**config.mk**
```make
export PLATFORM = sky130hd
export DESIGN_NAME = dmem_arbiter
export DESIGN_NICKNAME = d
export VERILOG_FILES = /design/src/rtl/dmem_arbiter.sv
export SDC_FILE = /design/constraint.sdc
export NUM_CORES = 1
export LEC_CHECK = 0
export BUFFER_PORTS_ARGS = -buffer_cell sky130_fd_sc_hd__buf_2
export CAP_MARGIN = 20
export CORE_ASPECT_RATIO = 0.6
export CORE_MARGIN = 1
export CORE_UTILIZATION = 40
export CTS_CLUSTER_DIAMETER = 50
export DETAILED_ROUTE_END_ITERATION = 10
export HOLD_SLACK_MARGIN = 0.05
export PLACE_DENSITY = 0.76
export SKIP_LAST_GASP = 1
export SLEW_MARGIN = 20
export SYNTH_ARGS = -nofsm -noshare
export SYNTH_HDL_FRONTEND = slang
export SYNTH_SLANG_ARGS = --single-unit
```
**constraint.sdc**
```tcl
create_clock -name clk_i -period 1.61 [get_ports clk_i]
set_clock_uncertainty 0.15 [all_clocks]
set_input_delay 0.0805 -clock clk_i [delete_from_list [all_inputs] [get_ports clk_i]]
set_output_delay 0.0805 -clock clk_i [all_outputs]
set_load 0.01 [all_outputs]
```
**src/rtl/dmem_arbiter.sv**
```systemverilog
// Two-requester arbiter in front of a fixed-latency data memory (IDLE/ACCESS/DONE).
// Define DMEM_ARB_RR_EN for round-robin tie-breaking; otherwise requester 0 always wins ties.
module dmem_arbiter #(
  parameter int LAT = 2
) (
  input  logic        clk_i,
  input  logic        rst_i,
  input  logic        m0_req_i,
  input  logic        m0_we_i,
  input  logic [31:0] m0_addr_i,
  input  logic [31:0] m0_wdata_i,
  output logic        m0_ack_o,
  output logic [31:0] m0_rdata_o,
  input  logic        m1_req_i,
  input  logic        m1_we_i,
  input  logic [31:0] m1_addr_i,
  input  logic [31:0] m1_wdata_i,
  output logic        m1_ack_o,
  output logic [31:0] m1_rdata_o,
  output logic [31:0] mem_addr_o,
  output logic [31:0] mem_wdata_o,
  output logic        mem_read_o,
  output logic        mem_write_o,
  input  logic [31:0] mem_rdata_i,
  output logic        busy_o
);

  typedef enum logic [1:0] {IDLE, ACCESS, DONE} state_t;

  localparam logic [3:0] CNT_INIT = 4'(LAT - 1);

  state_t      state;
  state_t      state_next;
  logic [3:0]  cnt;
  logic        gnt;
  logic        we;
  logic [31:0] addr;
  logic [31:0] wdata;
  logic [31:0] rdata0;
  logic [31:0] rdata1;
  logic        start;
  logic        pick;

`ifdef DMEM_ARB_RR_EN
  logic        last_grant;
`endif

  // Next state plus grant decision; pick is the winning requester index.
  always_comb begin
    state_next = state;
    start      = 1'b0;
    pick       = 1'b0;
    case (state)
      IDLE: begin
        if (m0_req_i || m1_req_i) begin
          start      = 1'b1;
          state_next = ACCESS;
`ifdef DMEM_ARB_RR_EN
          if (m0_req_i && m1_req_i)
            pick = ~last_grant;
          else
            pick = m1_req_i;
`else
          pick = ~m0_req_i;
`endif
        end
      end
      ACCESS: begin
        if (cnt == 4'd0)
          state_next = DONE;
      end
      DONE: begin
        state_next = IDLE;
      end
      default: begin
        state_next = IDLE;
      end
    endcase
  end

  always_ff @(posedge clk_i) begin
    if (rst_i) begin
      state  <= IDLE;
      cnt    <= 4'd0;
      gnt    <= 1'b0;
      we     <= 1'b0;
      addr   <= 32'd0;
      wdata  <= 32'd0;
      rdata0 <= 32'd0;
      rdata1 <= 32'd0;
`ifdef DMEM_ARB_RR_EN
      last_grant <= 1'b1;
`endif
    end else begin
      state <= state_next;
      if (start) begin
        gnt   <= pick;
        we    <= pick ? m1_we_i    : m0_we_i;
        addr  <= pick ? m1_addr_i  : m0_addr_i;
        wdata <= pick ? m1_wdata_i : m0_wdata_i;
        cnt   <= CNT_INIT;
`ifdef DMEM_ARB_RR_EN
        last_grant <= pick;
`endif
      end else if (state == ACCESS) begin
        if (cnt != 4'd0) begin
          cnt <= cnt - 4'd1;
        end else if (!we) begin
          // Read data lands straight in the owner's register so it is valid in DONE.
          if (gnt)
            rdata1 <= mem_rdata_i;
          else
            rdata0 <= mem_rdata_i;
        end
      end
    end
  end

  assign mem_addr_o  = addr;
  assign mem_wdata_o = wdata;
  assign mem_read_o  = (state == ACCESS) && !we;
  assign mem_write_o = (state == ACCESS) && we && (cnt == 4'd0);
  assign m0_ack_o    = (state == DONE) && !gnt;
  assign m1_ack_o    = (state == DONE) && gnt;
  assign m0_rdata_o  = rdata0;
  assign m1_rdata_o  = rdata1;
  assign busy_o      = (state != IDLE);

endmodule

```
==> metrics.txt, run 1 <==
status complete, but fails checks; failing checks setup timing; final setup margin -0.0932 ns; Seq/Total Area, Yosys 0.510; Die Area 0.0138 mm^2; DR pass1 iterations 8; hold_ws 0.0990 ns; H-tree depth 4; initial antenna violation count 2; final WL 25400 um; remaining global-route overflow 0; CTS Root Buffer Type clkbuf_16; syn nets 723; Achievable Freq 587 MHz; RSZ-0062 raised after global routing true; count leader, synth dfxtp_1; Async SR Flop Fraction 0; Clock Path Buffers 2; worst reg2reg startpoint gnt; power density cells 1040 mW/mm^2; critical path class flop to flop; post-synth top area share 0.510; Num CTS Buffers 17; switching pwr 2930 uW; PortBufs 298; maxcap violations 0; vias in the first global route 6532; routed vias/inst 5.67; maximum vdd drop 0.630 mV; Core Area 0.0129 mm^2; synth cell count leaders 136 x dfxtp_1, 66 x a21oi_1, 66 x nand3_1; die height 91.5 um; Comb pwr share 0.239; CP max FO 32; EDFF count, synth 0; DRC Markers 0; # setup viols final 54; Crit. End Element flop; ant diodes 0; Syn-to-layout area delta 87.0%; Slew HR 0.507; largest net degree at the start of global routing 69; clock share of power 0.396; hold_sp rst_i; Synth Flop Type dfxtp_1; Fillers 829; DR WL/cell 21.0 um; sw frac 0.281; syn_area_per_cell 9.61 um^2; DRT iter0 DRCs 645; CP arrival 1.81 ns; Synth Cell Area 0.00534 mm^2; cell accounting for the most synthesized area dfxtp_1; Flop pwr share 0.365; worst setup path startpoint gnt; Initial Util 0.413; reg2reg setup slack -0.09 ns; Post-layout nets 1198; Rows 32; clk_lat worst skew 0.41 ns; io pins 299; clock-pin slew on the worst setup and hold paths 0.06 ns; CTS tree done; Total Routing Usage GR 0.306; Finished Core Util 0.773; DP HPWL 11500 um; fin cells 1213; fin crit share 1.06; leading post-synthesis cells by cell area dfxtp_1 51%, a221o_1 12%, a21oi_1 6.2%, nand3_1 6.2%, o21ai_1 6.0%; global-route wire length before repair 33000 um; type of the most critical hold path primary input to flop; via count 6872; # placed instances 992; Fin. Hold Viols 0; count of different cell masters after synthesis 36; Lkg Pwr 0.00453 uW; layout cells sized above 1 0.408; ANT nets after route 0; Pint 7500 uW; Die W 151 um; synth warn 0; Final Max Slew Viols 0; min Tclk post-route 1.70 ns; Yosys reg bits 136; actual slew at the worst max-slew pin 0.739 ns; CP startpoint kind flop; CTS Sinks 136; Required @ worst endpoint 1.71 ns; Placer Congestion 0.848; Syn Inst Count 556
==> critical path, stage by stage, from the launching register on <==
cell and delay [ns]:
dfxtp_1 0.44, or3b_1 0.43, buf_12 0.20, o21ai_1 0.19
a21oi_1 0.11
==> flip-flops by register name (all words and copies together) (netlist names) <==
name         cells
cnt              4
gnt              1
m0_rdata_o      32
m1_rdata_o      32
mem_addr_o      32
mem_wdata_o     32
state            2
we               1
==> cell type report <==
class,count,area (um^2),area share
timing repair buffer,511,3910,0.391
clock inverter,12,176,0.0177
tap,170,213,0.0213
sequential,136,2730,0.273
inverter,4,15.0,0.00150
multi-input combinational,361,2500,0.251
clock buffer,19,443,0.0443
==> repair_timing <==
item,in CTS,in global routing
cloned,2,17
buffers inserted,4,3
hold buffers,164,0
setup endpoints to repair,135,136
gates resized for setup,14,59
pin swaps,5,16
endpoints found under the hold margin,130,0
==> routing by layer <==
layer  track usage  vias up  routed length, um
met5             0        -                  0
met4         0.150        0               1090
met3        0.0809      111               2910
met2         0.494      542              11500
met1         0.373     3178               9880
li1              -     3041                  -
==> power by group through the flow <==
stage | registers (uW) | clock network [uW] | logic (uW)
floorplan | 3960 | 0 | 776
global placement | 3850 | 0 | 1670
detailed placement | 3840 | 0 | 1700
CTS | 3780 | 4140 | 2070
global route | 3830 | 4320 | 2610
finish | 3810 | 4130 | 2490
==> placed cells by master, fill, tap and decap left out, drive strengths merged <==
cell type    instances
bufinv               4
or3b                 2
nor3b                4
a31oi                1
inv                  4
and3b                1
nand4bb              1
ha                   1
nor2                 2
nand2b               1
nor2b                1
nand3               66
or4                  2
clkinv               6
buf                337
clkinvlp             2
nand2                2
clkbuf              29
dlygate4sd3        164
a21boi               2
or2                  1
a21oi               67
o21ai               68
and4bb               1
nor3                 2
a211oi               1
dfxtp              136
or3                  2
and2                65
a221o               65
and3                 1
nor4b                2
==> final timing paths <==
| check | to | cells after the start |
|---|---|---|
| max reg2reg | m1_rdata_o[22] | 4 |
| max | m1_rdata_o[22] | 4 |
| min reg2reg | m1_rdata_o[3] | 2 |
| min | cnt[3] | 4 |
==> logic make-up after synthesis <==
kind of cell	share of synthesized area
AND/OR/NAND/NOR	0.176
buffers and inverters	0.0576
flip-flops	0.510
AO/OA/AOI/OAI	0.254
adder cells (fa/ha/maj)	0.00234
==> per-stage QoR <==
step / total power [uW] / worst slack (ns) / area, um^2 / TNS [ns]
finish: 10400 / -0.0932 / 9990 / -1.49
global route: 10800 / -0.136 / 9990 / -5.36
floorplan: 4730 / 0.0586 / 5340 / 0
detailed placement: 5540 / -0.0908 / 7090 / -5.07
global placement: 5520 / -0.0152 / 7090 / -0.589
CTS: 9990 / -0.0694 / 9470 / -0.0968
No activity file was read; power rests on OpenSTA's default activity.
==> inputs of run 2 (changes only) <==
--- a/config.mk
+++ b/config.mk
@@ -14,4 +14,5 @@
 export DETAILED_ROUTE_END_ITERATION = 10
 export HOLD_SLACK_MARGIN = 0.05
+export MAX_ROUTING_LAYER = met4
 export PLACE_DENSITY = 0.76
 export SKIP_LAST_GASP = 1
--- a/constraint.sdc
+++ b/constraint.sdc
@@ -3,3 +3,3 @@
 set_input_delay 0.0805 -clock clk_i [delete_from_list [all_inputs] [get_ports clk_i]]
 set_output_delay 0.0805 -clock clk_i [all_outputs]
-set_load 0.01 [all_outputs]
+set_load 0.05 [all_outputs]
==> run 2 against run 1 <==
The run still ends with setup timing left. Maximum frequency shrank 3.3%. Register-to-register slack lost 0.06 ns. Critical path depth grew 2. Sequential cell count is the same. Die area is the same. Highest routed layer unchanged. Non-clock buffer count is the same. Via count shrank 4.5%. Combinational power grew 27%. Routed wire length shrank 7.2%. Clock power shrank 14%. Sequential share of layout area grew 0.47 points. Largest cell class unchanged. Count of clock-buffer cells in the layout shrank 1.
==> metrics.txt, run 2 (synthesized netlist as in run 1, its figures left out) <==
status complete, but fails checks (unchanged); failing checks setup timing (unchanged); min Tclk post-route 1.76 ns (was 1.70 ns); clock-pin slew on the worst setup and hold paths 0.06 ns (about the same); DR WL/cell 19.5 um (was 21.0 um); Worst path top cell family by delay simple AND/OR/NAND/NOR gates (was flip-flops); Worst R2R Path Depth 6 (was 4); commonest non-fill, non-tap cell in the layout buf_2 (unchanged); commonest cells after routing, fill and taps aside 294 x buf_2, 164 x dlygate4sd3_1, 132 x dfxtp_1 (was 297 x buf_2, 164 x dlygate4sd3_1, 133 x dfxtp_1); critical path's slowest cell nor4b_4 (was dfxtp_1); PortBufs 298 (unchanged); critical path class flop to flop (unchanged); Die W 151 um (unchanged); Crit. End Element flop (unchanged); worst r2r dst mem_wdata_o[9] (was m1_rdata_o[22]); Clock Path Buffers 2 (unchanged); DRC Markers 0 (unchanged); switching pwr 3690 uW (was 2930 uW); maximum vdd drop 0.720 mV (was 0.630 mV); power density cells 1070 mW/mm^2 (was 1040 mW/mm^2); CP startpoint kind flop (unchanged); # placed instances 993 (was 992); clk_lat worst skew 0.40 ns (was 0.41 ns); CTS Sinks 136 (unchanged); remaining global-route overflow 0 (unchanged); global-route wire length before repair 32300 um (was 33000 um); H-tree depth 4 (unchanged); ant diodes 0 (unchanged); DRT iter0 DRCs 473 (was 645); CP max FO 5 (was 32); initial antenna violation count 0 (was 2); Place WS -0.0737 ns (was -0.0908 ns); Core Area 0.0129 mm^2 (unchanged); Rows 32 (unchanged); fin cells 1213 (unchanged); Syn-to-layout area delta 84.0% (was 87.0%); Initial Util 0.413 (unchanged); Max stage delay on crit path 0.46 ns (was 0.44 ns); Flop pwr share 0.361 (was 0.365); largest net degree at the start of global routing 69 (unchanged); Achievable Freq 568 MHz (was 587 MHz); Post-layout nets 1198 (unchanged); type of the most critical hold path primary input to flop (unchanged); # setup viols final 104 (was 54); routed vias/inst 5.41 (was 5.67); Pint 6820 uW (was 7500 uW); Placer Congestion 0.820 (was 0.848); ANT nets after route 0 (unchanged); DP HPWL 11300 um (was 11500 um); reg2reg setup slack -0.15 ns (was -0.09 ns); Final Max Slew Viols 0 (unchanged); via count 6563 (was 6872); worst reg2reg startpoint state[0] (was gnt); Total Routing Usage GR 0.310 (was 0.306); maxcap violations 0 (unchanged); Lkg Pwr 0.00445 uW (was 0.00453 uW); io pins 299 (unchanged); vias in the first global route 6354 (was 6532); clock share of power 0.338 (was 0.396); Required @ worst endpoint 1.81 ns (was 1.71 ns); final WL 23600 um (was 25400 um); CTS Root Buffer Type clkbuf_16 (unchanged); actual slew at the worst max-slew pin 0.733 ns (was 0.739 ns); Die Area 0.0138 mm^2 (unchanged); Fin. Hold Viols 0 (unchanged); fin crit share 1.09 (was 1.06); CTS tree done (unchanged); DR pass1 iterations 7 (was 8); Hold Path Stages 4 (unchanged); layout cells sized above 1 0.394 (was 0.408); CP Buf/Inv Count 3 (was 1); Num CTS Buffers 17 (unchanged); CP arrival 1.96 ns (was 1.81 ns); hold_sp rst_i (unchanged); die height 91.5 um (unchanged); Slew HR 0.511 (was 0.507); sw frac 0.351 (was 0.281); final setup margin -0.151 ns (was -0.0932 ns); crit-path cells nor2_4, inv_4, nor4b_4, buf_4, clkbuf_16, a221o_1 (was or3b_1, buf_12, o21ai_1, a21oi_1); RSZ-0062 raised after global routing true (unchanged); hold endpoint cnt[3] (unchanged); Comb pwr share 0.302 (was 0.239)
run 2: repair_timing:
action                                 CTS  global route
setup endpoints to repair               73           134
endpoints found under the hold margin  130             0
cloned                                   2            11
gates resized for setup                 23            28
hold buffers                           164             0
pin swaps                                4            14
buffers inserted                         6             7
run 2: layout make-up:
type                       instances  area [um^2]
timing repair buffer             511         3890
fill                             846         3100
sequential                       136         2730
multi-input combinational        361         2440
inverter                           4         17.5
clock buffer                      18          429
clock inverter                    13         98.8
tap                              170          213
run 2: worst min-delay path, cell delays in order:
cell,delay (ns)
buf_2,0.19
a21oi_4,0.08
buf_4,0.16
a21boi_1,0.12
run 2: per-layer routing:
metal / vias to the layer above / part of all wire / track usage
li1: 3019 / - / -
met1: 3043 / 0.40 / 0.370
met2: 426 / 0.47 / 0.494
met3: 75 / 0.096 / 0.0593
met4: 0 / 0.040 / 0.166
met5: - / 0 / -
run 2: worst max-delay path by stage:
stage	from	end	slack (ns)	depth (start not counted)
after global routing	state[0]	mem_addr_o[25]	-0.21	6
after CTS	state[1]	mem_write_o	-0.11	4
after global placement	state[1]	mem_wdata_o[29]	-0.02	5
final	state[0]	mem_wdata_o[9]	-0.15	6
after floorplan	cnt[0]	mem_write_o	-0.11	6
after detailed placement	state[1]	mem_wdata_o[22]	-0.07	5
run 2: through the flow:
stage                     setup TNS [ns]  cell area [um^2]  hold slack, ns  power, uW   util
after CTS                         -0.241              9480          0.0779      10300  0.733
after global routing              -14.67              9830           0.129      10900  0.760
after detailed placement           -1.99              7140           0.156       6350  0.552
after global placement            -0.498              7140           0.153       6320  0.552
final                              -6.75              9830           0.129      10500  0.760
after floorplan                   -0.112              5360          0.0271       5520      -
run 2: power groups by stage:
stage	Combinational, uW	Sequential [uW]	Clock (uW)
detailed placement	2510	3840	0
CTS	2900	3770	3580
global route	3310	3820	3740
finish	3170	3790	3550
global placement	2480	3840	0
floorplan	817	4700	0
